<file path="src/rtl/fetch_unit.sv">
`default_nettype none
// ============================================================================
// Module   : fetch_unit
// Brief    : Instruction fetch stage with a PC register, a 2-entry {pc, instr}
//            queue toward decode, redirect flush and a memory-stall counter.
// Revision : 1.0 - initial release
// ============================================================================
module fetch_unit #(
    parameter logic [31:0] RESET_PC = 32'h0000_0000
) (
    input  logic        clk,
    input  logic        rst,
    input  logic        redirect_valid,
    input  logic [31:0] redirect_pc,
    output logic [31:0] imem_addr,
    output logic        imem_read,
    input  logic [31:0] imem_rdata,
    input  logic        imem_waitrequest,
    output logic        if_valid,
    output logic [31:0] if_instr,
    output logic [31:0] if_pc,
    input  logic        id_ready,
    output logic [15:0] stall_cnt
);

    logic [31:0] r_pc;
    logic [1:0]  r_count;
    logic        r_head;
    logic        r_tail;
    logic [31:0] r_q_pc    [2];
    logic [31:0] r_q_instr [2];
    logic [15:0] r_stall_cnt;

    logic        w_push;
    logic        w_pop;
    logic        w_stall;

    assign imem_addr = r_pc;
    assign imem_read = !rst && !redirect_valid && (r_count != 2'd2);
    assign if_valid  = !rst && (r_count != 2'd0);
    assign if_pc     = r_q_pc[r_head];
    assign if_instr  = r_q_instr[r_head];
    assign stall_cnt = r_stall_cnt;

    // imem_read already folds in rst/redirect, so push never fires during a flush
    assign w_push  = imem_read && !imem_waitrequest;
    assign w_pop   = if_valid && id_ready && !redirect_valid;
    assign w_stall = imem_read && imem_waitrequest;

    always_ff @(posedge clk) begin
        if (rst) begin
            r_pc        <= RESET_PC;
            r_count     <= 2'd0;
            r_head      <= 1'b0;
            r_tail      <= 1'b0;
            r_stall_cnt <= 16'd0;
        end else begin
            if (w_stall && (r_stall_cnt != 16'hFFFF)) begin
                r_stall_cnt <= r_stall_cnt + 16'd1;
            end
            if (redirect_valid) begin
                r_count <= 2'd0;
                r_head  <= 1'b0;
                r_tail  <= 1'b0;
                r_pc    <= redirect_pc & ~32'h0000_0003;
            end else begin
                if (w_push) begin
                    r_tail <= ~r_tail;
                    r_pc   <= r_pc + 32'd4;
                end
                if (w_pop) begin
                    r_head <= ~r_head;
                end
                case ({w_push, w_pop})
                    2'b10:   r_count <= r_count + 2'd1;
                    2'b01:   r_count <= r_count - 2'd1;
                    default: r_count <= r_count;
                endcase
            end
        end
    end

    // Queue storage carries no reset; occupancy is tracked by r_count alone
    always_ff @(posedge clk) begin
        if (w_push) begin
            r_q_pc[r_tail]    <= r_pc;
            r_q_instr[r_tail] <= imem_rdata;
        end
    end

endmodule
`default_nettype wire

</file>
<file path="config.mk">
export PLATFORM = sky130hd
export DESIGN_NAME = fetch_unit
export DESIGN_NICKNAME = d
export VERILOG_FILES = /design/src/rtl/fetch_unit.sv
export SDC_FILE = /design/constraint.sdc
export NUM_CORES = 1
export LEC_CHECK = 0
export ABC_AREA = 0
export BUFFER_PORTS_ARGS = -buffer_cell sky130_fd_sc_hd__buf_2
export CAP_MARGIN = 20
export CORE_UTILIZATION = 53
export DETAILED_ROUTE_END_ITERATION = 16
export PLACE_DENSITY = 0.82
export REMOVE_ABC_BUFFERS = 1
export SLEW_MARGIN = 5
export SYNTH_ARGS = -nofsm -noshare
export SYNTH_HDL_FRONTEND = slang
export SYNTH_SLANG_ARGS = --single-unit
</file>
<file path="constraint.sdc">
create_clock -name clk -period 5.33 [get_ports clk]
set_input_delay 0 -clock clk [delete_from_list [all_inputs] [get_ports clk]]
set_output_delay 0 -clock clk [all_outputs]
set_load 0.02 [all_outputs]
</file>
Word-level counts from Yosys, hierarchy flattened
Memories as Yosys holds them, arrays and structs flattened. A register that Yosys moved wholly into a read port is not among the register bits.
Cells that the tools add are included.
{"block": "totals", "reg_bits": 52, "ramBits": 128, "output_inout_bits": 114, "mem_count": 2}
{"name": "r_q_instr", "depth": 2, "width": 32, "rd": 1, "rd_ports_with_merged_regs": 1, "wr": 1, "line": "31", "source": "logic [31:0] r_q_instr [2];"}
{"name": "r_q_pc", "depth": 2, "width": 32, "rd": 1, "rd_ports_with_merged_regs": 1, "wr": 1, "line": "30", "source": "logic [31:0] r_q_pc [2];"}
{"block": "classes", "n_addsub": 4, "n_eq_ne": 4, "n_mux": 9, "bitwise": 2, "reduce_logical": 15}
{"cell": "2-to-1 mux 32 bit", "n": 2}
{"cell": "adder 32 x 3 -> 32 bit, second input constant", "n": 1}
{"cell": "adder 16 x 1 -> 16 bit, second input constant", "n": 1}
{"cell": "inequality test 16 bit, second input constant", "n": 1}
{"cell": "logical AND 1 bit", "n": 8}
{"cell": "2-to-1 mux 1 bit", "n": 6}
{"cell": "nonzero test 2 bit", "n": 3}
{"cell": "case mux 2 bit (2 select lines)", "n": 1}
{"cell": "logical NOT 1 bit", "n": 3}
{"cell": "adder 2 x 1 -> 2 bit, second input constant", "n": 1}
{"cell": "equality test 2 x 1 -> 1 bit, second input constant", "n": 1}
{"cell": "equality test 2 bit, second input constant", "n": 1}
{"cell": "inequality test 2 bit, second input constant", "n": 1}
{"cell": "inverter 1 bit", "n": 2}
{"cell": "OR reduction 2 bit", "n": 1}
{"cell": "subtractor 2 x 1 -> 2 bit, second input constant", "n": 1}

Longest topological paths before layout
{"block": "logic_depth", "word_depth": 6, "depth_mapped": 11, "mapped_depth_nobuf": 7}

Least setup slack after synthesis
OpenSTA, ideal clock, no wires.
{"block": "synth_path", "path_kind": "input -> register", "startpoint": "input port redirect_valid", "endpoint": "memory r_q_instr[0][0], enable pin", "setup_ps": 482, "t_arrival_ps": 3921, "required_time_ps": 4848, "setup_slack_ps": 926, "stages": 8, "n_path_buf": 4, "cell_sequence": "buf_6 or2_4 buf_6 nor3_4 inv_2 clkbuf_1 clkbuf_1 nor2_1"}
{"block": "synth_between", "elab_chain_len": 6}
{"item": "start: declaration", "line": "13", "source": "input logic redirect_valid,"}
{"item": "logical NOT 1 bit", "line": "39", "source": "assign imem_read = !rst && !redirect_valid && (r_count != 2'd2);"}
{"item": "logical AND 1 bit (2 in series)", "line": "39"}
{"item": "logical AND 1 bit", "line": "46", "source": "assign w_push = imem_read && !imem_waitrequest;"}
{"item": "2-to-1 mux 1 bit", "line": "85", "source": "if (w_push) begin"}
{"item": "2-to-1 mux 1 bit (not written as such)", "line": "87", "source": "r_q_instr[r_tail] <= imem_rdata;"}
{"item": "end: declaration", "line": "31"}
Every way passes these cells.

Final worst setup path
{"block": "layout_path", "startpoint": "register r_count[0]", "endpoint": "memory r_q_pc[0][22], enable pin"}
{"block": "layout_between", "elab_chain_len": 5}
{"item": "start: declaration", "line": "27", "source": "logic [1:0] r_count;"}
{"item": "start signal: assignment", "line": "75", "source": "2'b10: r_count <= r_count + 2'd1;"}
{"item": "start signal: assignment", "line": "76", "source": "2'b01: r_count <= r_count - 2'd1;"}
{"item": "start signal: assignment", "line": "77", "source": "default: r_count <= r_count;"}
{"item": "inequality test 2 bit", "line": "39"}
{"item": "logical AND 1 bit", "line": "39"}
{"item": "logical AND 1 bit", "line": "46"}
{"item": "2-to-1 mux 1 bit", "line": "85"}
{"item": "2-to-1 mux 1 bit (not written as such)", "line": "86", "source": "r_q_pc[r_tail] <= r_pc;"}
{"item": "end: declaration", "line": "30"}
Every way passes these cells.

==> results.sh <==
export IMPL_status="finished, final reports clean"
export IMPL_drcViolationCount=0
export IMPL_rsz0062_at_grt="no"
export IMPL_setup_viol=0
export IMPL_final_cell_mix="176 x buf_2, 124 x edfxtp_1, 63 x mux2_2, 63 x dlygate4sd3_1, 50 x dfxtp_1"
export IMPL_finalMaxSlewViolations=0
export IMPL_fin_area_sq_um=9530
export IMPL_cts_num_sinks=175
export IMPL_die_w_um=119
export IMPL_yosysWarnings=0
export IMPL_r2r_cells=5
export IMPL_ys_types=49
export IMPL_stdcell_count=974
export IMPL_area_delta_synth_final_pct=30.9
export IMPL_syn_mean_instance_area_sq_um=13.3
export IMPL_required_ns=5.40
export IMPL_start_kind="flip-flop"
export IMPL_die_area_sq_um=14200
export IMPL_initial_utilization_pct=54.6
export IMPL_clock_latency_ns=0.43
export IMPL_grt_pass1_vias=5371
export IMPL_setup_tns_ns=0
export IMPL_num_nets_final=857
export IMPL_grt_overflow_total=0
export IMPL_clkPwrFrac_pct=41.9
export IMPL_synth_flop_cell="edfxtp_1"
export IMPL_drt_vias_per_instance=5.58
export IMPL_power_leakage_nw=3.65
export IMPL_grt_pass1_wl_um=27300
export IMPL_clock_tree_buffer_depth=2
export IMPL_io_buffer_count=176
export IMPL_cp_end_kind="flip-flop"
export IMPL_antenna_found_initial=0
export IMPL_finalPower_mw=3.01
export IMPL_seq_power_share_pct=50.5
export IMPL_p_per_area_nw_per_um2=316
export IMPL_p_switching_mw=0.679
export IMPL_drtPass1Iterations=5
export IMPL_cts_clk_slew_worst_paths_ns=0.07
export IMPL_antenna_left=0
export IMPL_hold_class="in -> reg"
export IMPL_crit_arrival_ns=3.02
export IMPL_cts_buffers=17
export IMPL_place_gp_congestion=0.859
export IMPL_pwr_share_comb_pct=7.5
export IMPL_rr_startpoint="r_count[0]"
export IMPL_slew_headroom_pct=28.9
export IMPL_ctsResizeCount=0
export IMPL_crit_fanout=32
export IMPL_grt_use_total_pct=24.9
export IMPL_final_common_cell="buf_2"
export IMPL_routed_wl_um=17100
export IMPL_cts_root_buffer="clkbuf_16"
export IMPL_final_layout_size_suffix_gt1_share_pct=35.2
export IMPL_rows=42
export IMPL_hold_viol=0
export IMPL_grt_max_degree=53
export IMPL_synth_area_sq_um=7280
export IMPL_cap_violations=0
export IMPL_peakVddDrop_v=0.000190
export IMPL_fin_skew_ns=0.0146
export IMPL_yosysSeqAreaShare_pct=65.1
export IMPL_min_from="id_ready"
export IMPL_layout_min_cycle_time_ns=2.95
export IMPL_dpl_instance_area_sq_um=8300
export IMPL_cts_max_level=4
export IMPL_num_vias=5431
export IMPL_cts_tree="yes"
export IMPL_fin_util_pct=71.4
export IMPL_swShare_pct=22.5
export IMPL_path_class="reg -> reg"
export IMPL_dp_cells=879
export IMPL_tightest_slew_ns=1.06
export IMPL_io_pins=183
export IMPL_antennaDiodeCount=0
export IMPL_core_area_sq_um=13300
export IMPL_initialDrtViolationCount=528
export IMPL_hpwlAfterDp_um=10700
export IMPL_crit_start="r_count[0]"
export IMPL_synthArstFlopShare_pct=0
export IMPL_internal_power_mw=2.34
export IMPL_r2r_slack_ns=2.38
export IMPL_synthCells=548
export IMPL_ys_ff_latch=175
export IMPL_synth_edf_count=124
export IMPL_post_route_period_util_pct=55.4
export IMPL_holdPathStages=4
export IMPL_fp_dieH_um=119
export IMPL_wl_per_cell_um=17.6
export IMPL_clock_fmax_mhz=339
==> area by class of cell <==
| class | count | area (sq um) |
|---|---|---|
| Multi-Input combinational cell | 342 | 2400 |
| Inverter | 7 | 26.3 |
| Sequential cell | 175 | 4750 |
| Clock inverter | 15 | 183 |
| Fill cell | 885 | 3810 |
| Timing Repair Buffer | 242 | 1530 |
| Clock buffer | 17 | 425 |
| Tap cell | 176 | 220 |
==> per-layer routing <==
metal	up-vias	part of all wire [%]	track usage, %
li1	2547	-	-
met5	-	0	0
met3	31	7.9	7.42
met4	0	1.4	9.02
met1	2602	40	29.7
met2	251	51	42.6
==> state kept, by name, indices dropped and copies added, names as in the netlist, named ones only <==
signal	cells
r_head	1
stall_cnt	16
r_q_instr	64
r_q_pc	60
r_tail	1
imem_addr	30
r_count	2
==> cell usage after synthesis, drive strengths merged (2+ instances only) <==
| library cell | n | area share, % |
|---|---|---|
| edfxtp | 124 | 51 |
| mux2 | 63 | 9.7 |
| dfxtp | 51 | 14 |
| nor2 | 47 | 2.4 |
| nand2 | 21 | 1.1 |
| nand3 | 21 | 1.4 |
| clkbuf | 20 | 1.0 |
| a21oi | 17 | 1.2 |
| nand4 | 15 | 1.3 |
| xnor2 | 15 | 1.8 |
| xor2 | 15 | 1.8 |
| and3 | 14 | 1.2 |
| a31oi | 11 | 0.94 |
| nor3 | 11 | 0.91 |
| o22ai | 10 | 0.86 |
| a211oi | 8 | 0.82 |
| and2 | 8 | 0.69 |
| and4 | 8 | 0.96 |
| buf | 7 | 0.79 |
| inv | 7 | 0.36 |
| nor4 | 7 | 0.60 |
| o21ai | 7 | 0.48 |
| or3 | 6 | 0.52 |
| nor2b | 5 | 0.43 |
| ha | 3 | 0.52 |
| nand2b | 3 | 0.26 |
| o211ai | 3 | 0.31 |
| or2 | 3 | 0.33 |
| a221oi | 2 | 0.24 |
| mux2i | 2 | 0.27 |
| o2111ai | 2 | 0.24 |
==> power groups by stage <==
stage                     Sequential (mW)  Clock, mW  Combinational [mW]
after CTS                            1.52       1.28               0.225
after floorplan                      1.56          0              0.0855
after global placement               1.55          0               0.181
final                                1.52       1.26               0.227
after detailed placement             1.55          0               0.186
after global routing                 1.53       1.33               0.244
==> timing repair <==
action                    in CTS  in global routing
setup buffers                  0                  0
hold endpoints to repair      94                  0
hold buffers                  63                  0
==> stage by stage <==
step / setup WS [ns] / hold slack (ns)
floorplan: 1.22 / 0.0691
global placement: 2.13 / 0.189
detailed placement: 2.08 / 0.193
CTS: 2.38 / 0.00418
global route: 2.14 / 0.0473
finish: 2.38 / 0.0282
==> path summary, 6_finish.rpt <==
kind | to
setup / recovery | r_q_pc[0][22]
hold / removal | r_head
setup reg to reg | r_q_pc[0][22]
hold reg to reg | stall_cnt[4]
==> cell families (layout without fill, tap and decap cells) <==
family          Yosys count  after routing  synth area share (%)
simple gates            173            173                  12.6
buf+inv                  34            281                  2.18
other cells               1              4                0.0515
flops                   175            175                  65.1
compound gates           67             67                  5.93
mux                      65             65                  10.0
xor+xnor                 30             30                  3.61
fa+ha+maj                 3              3                 0.515
==> critical path, cell delays in order, from the launching register on <==
cell     delay [ns]
dfxtp_1        0.43
nor2b_1        0.17
nor3_4         0.36
inv_2          0.32
nor2_4         0.76
buf_4          0.52
No activity file was read; power rests on OpenSTA's default activity.
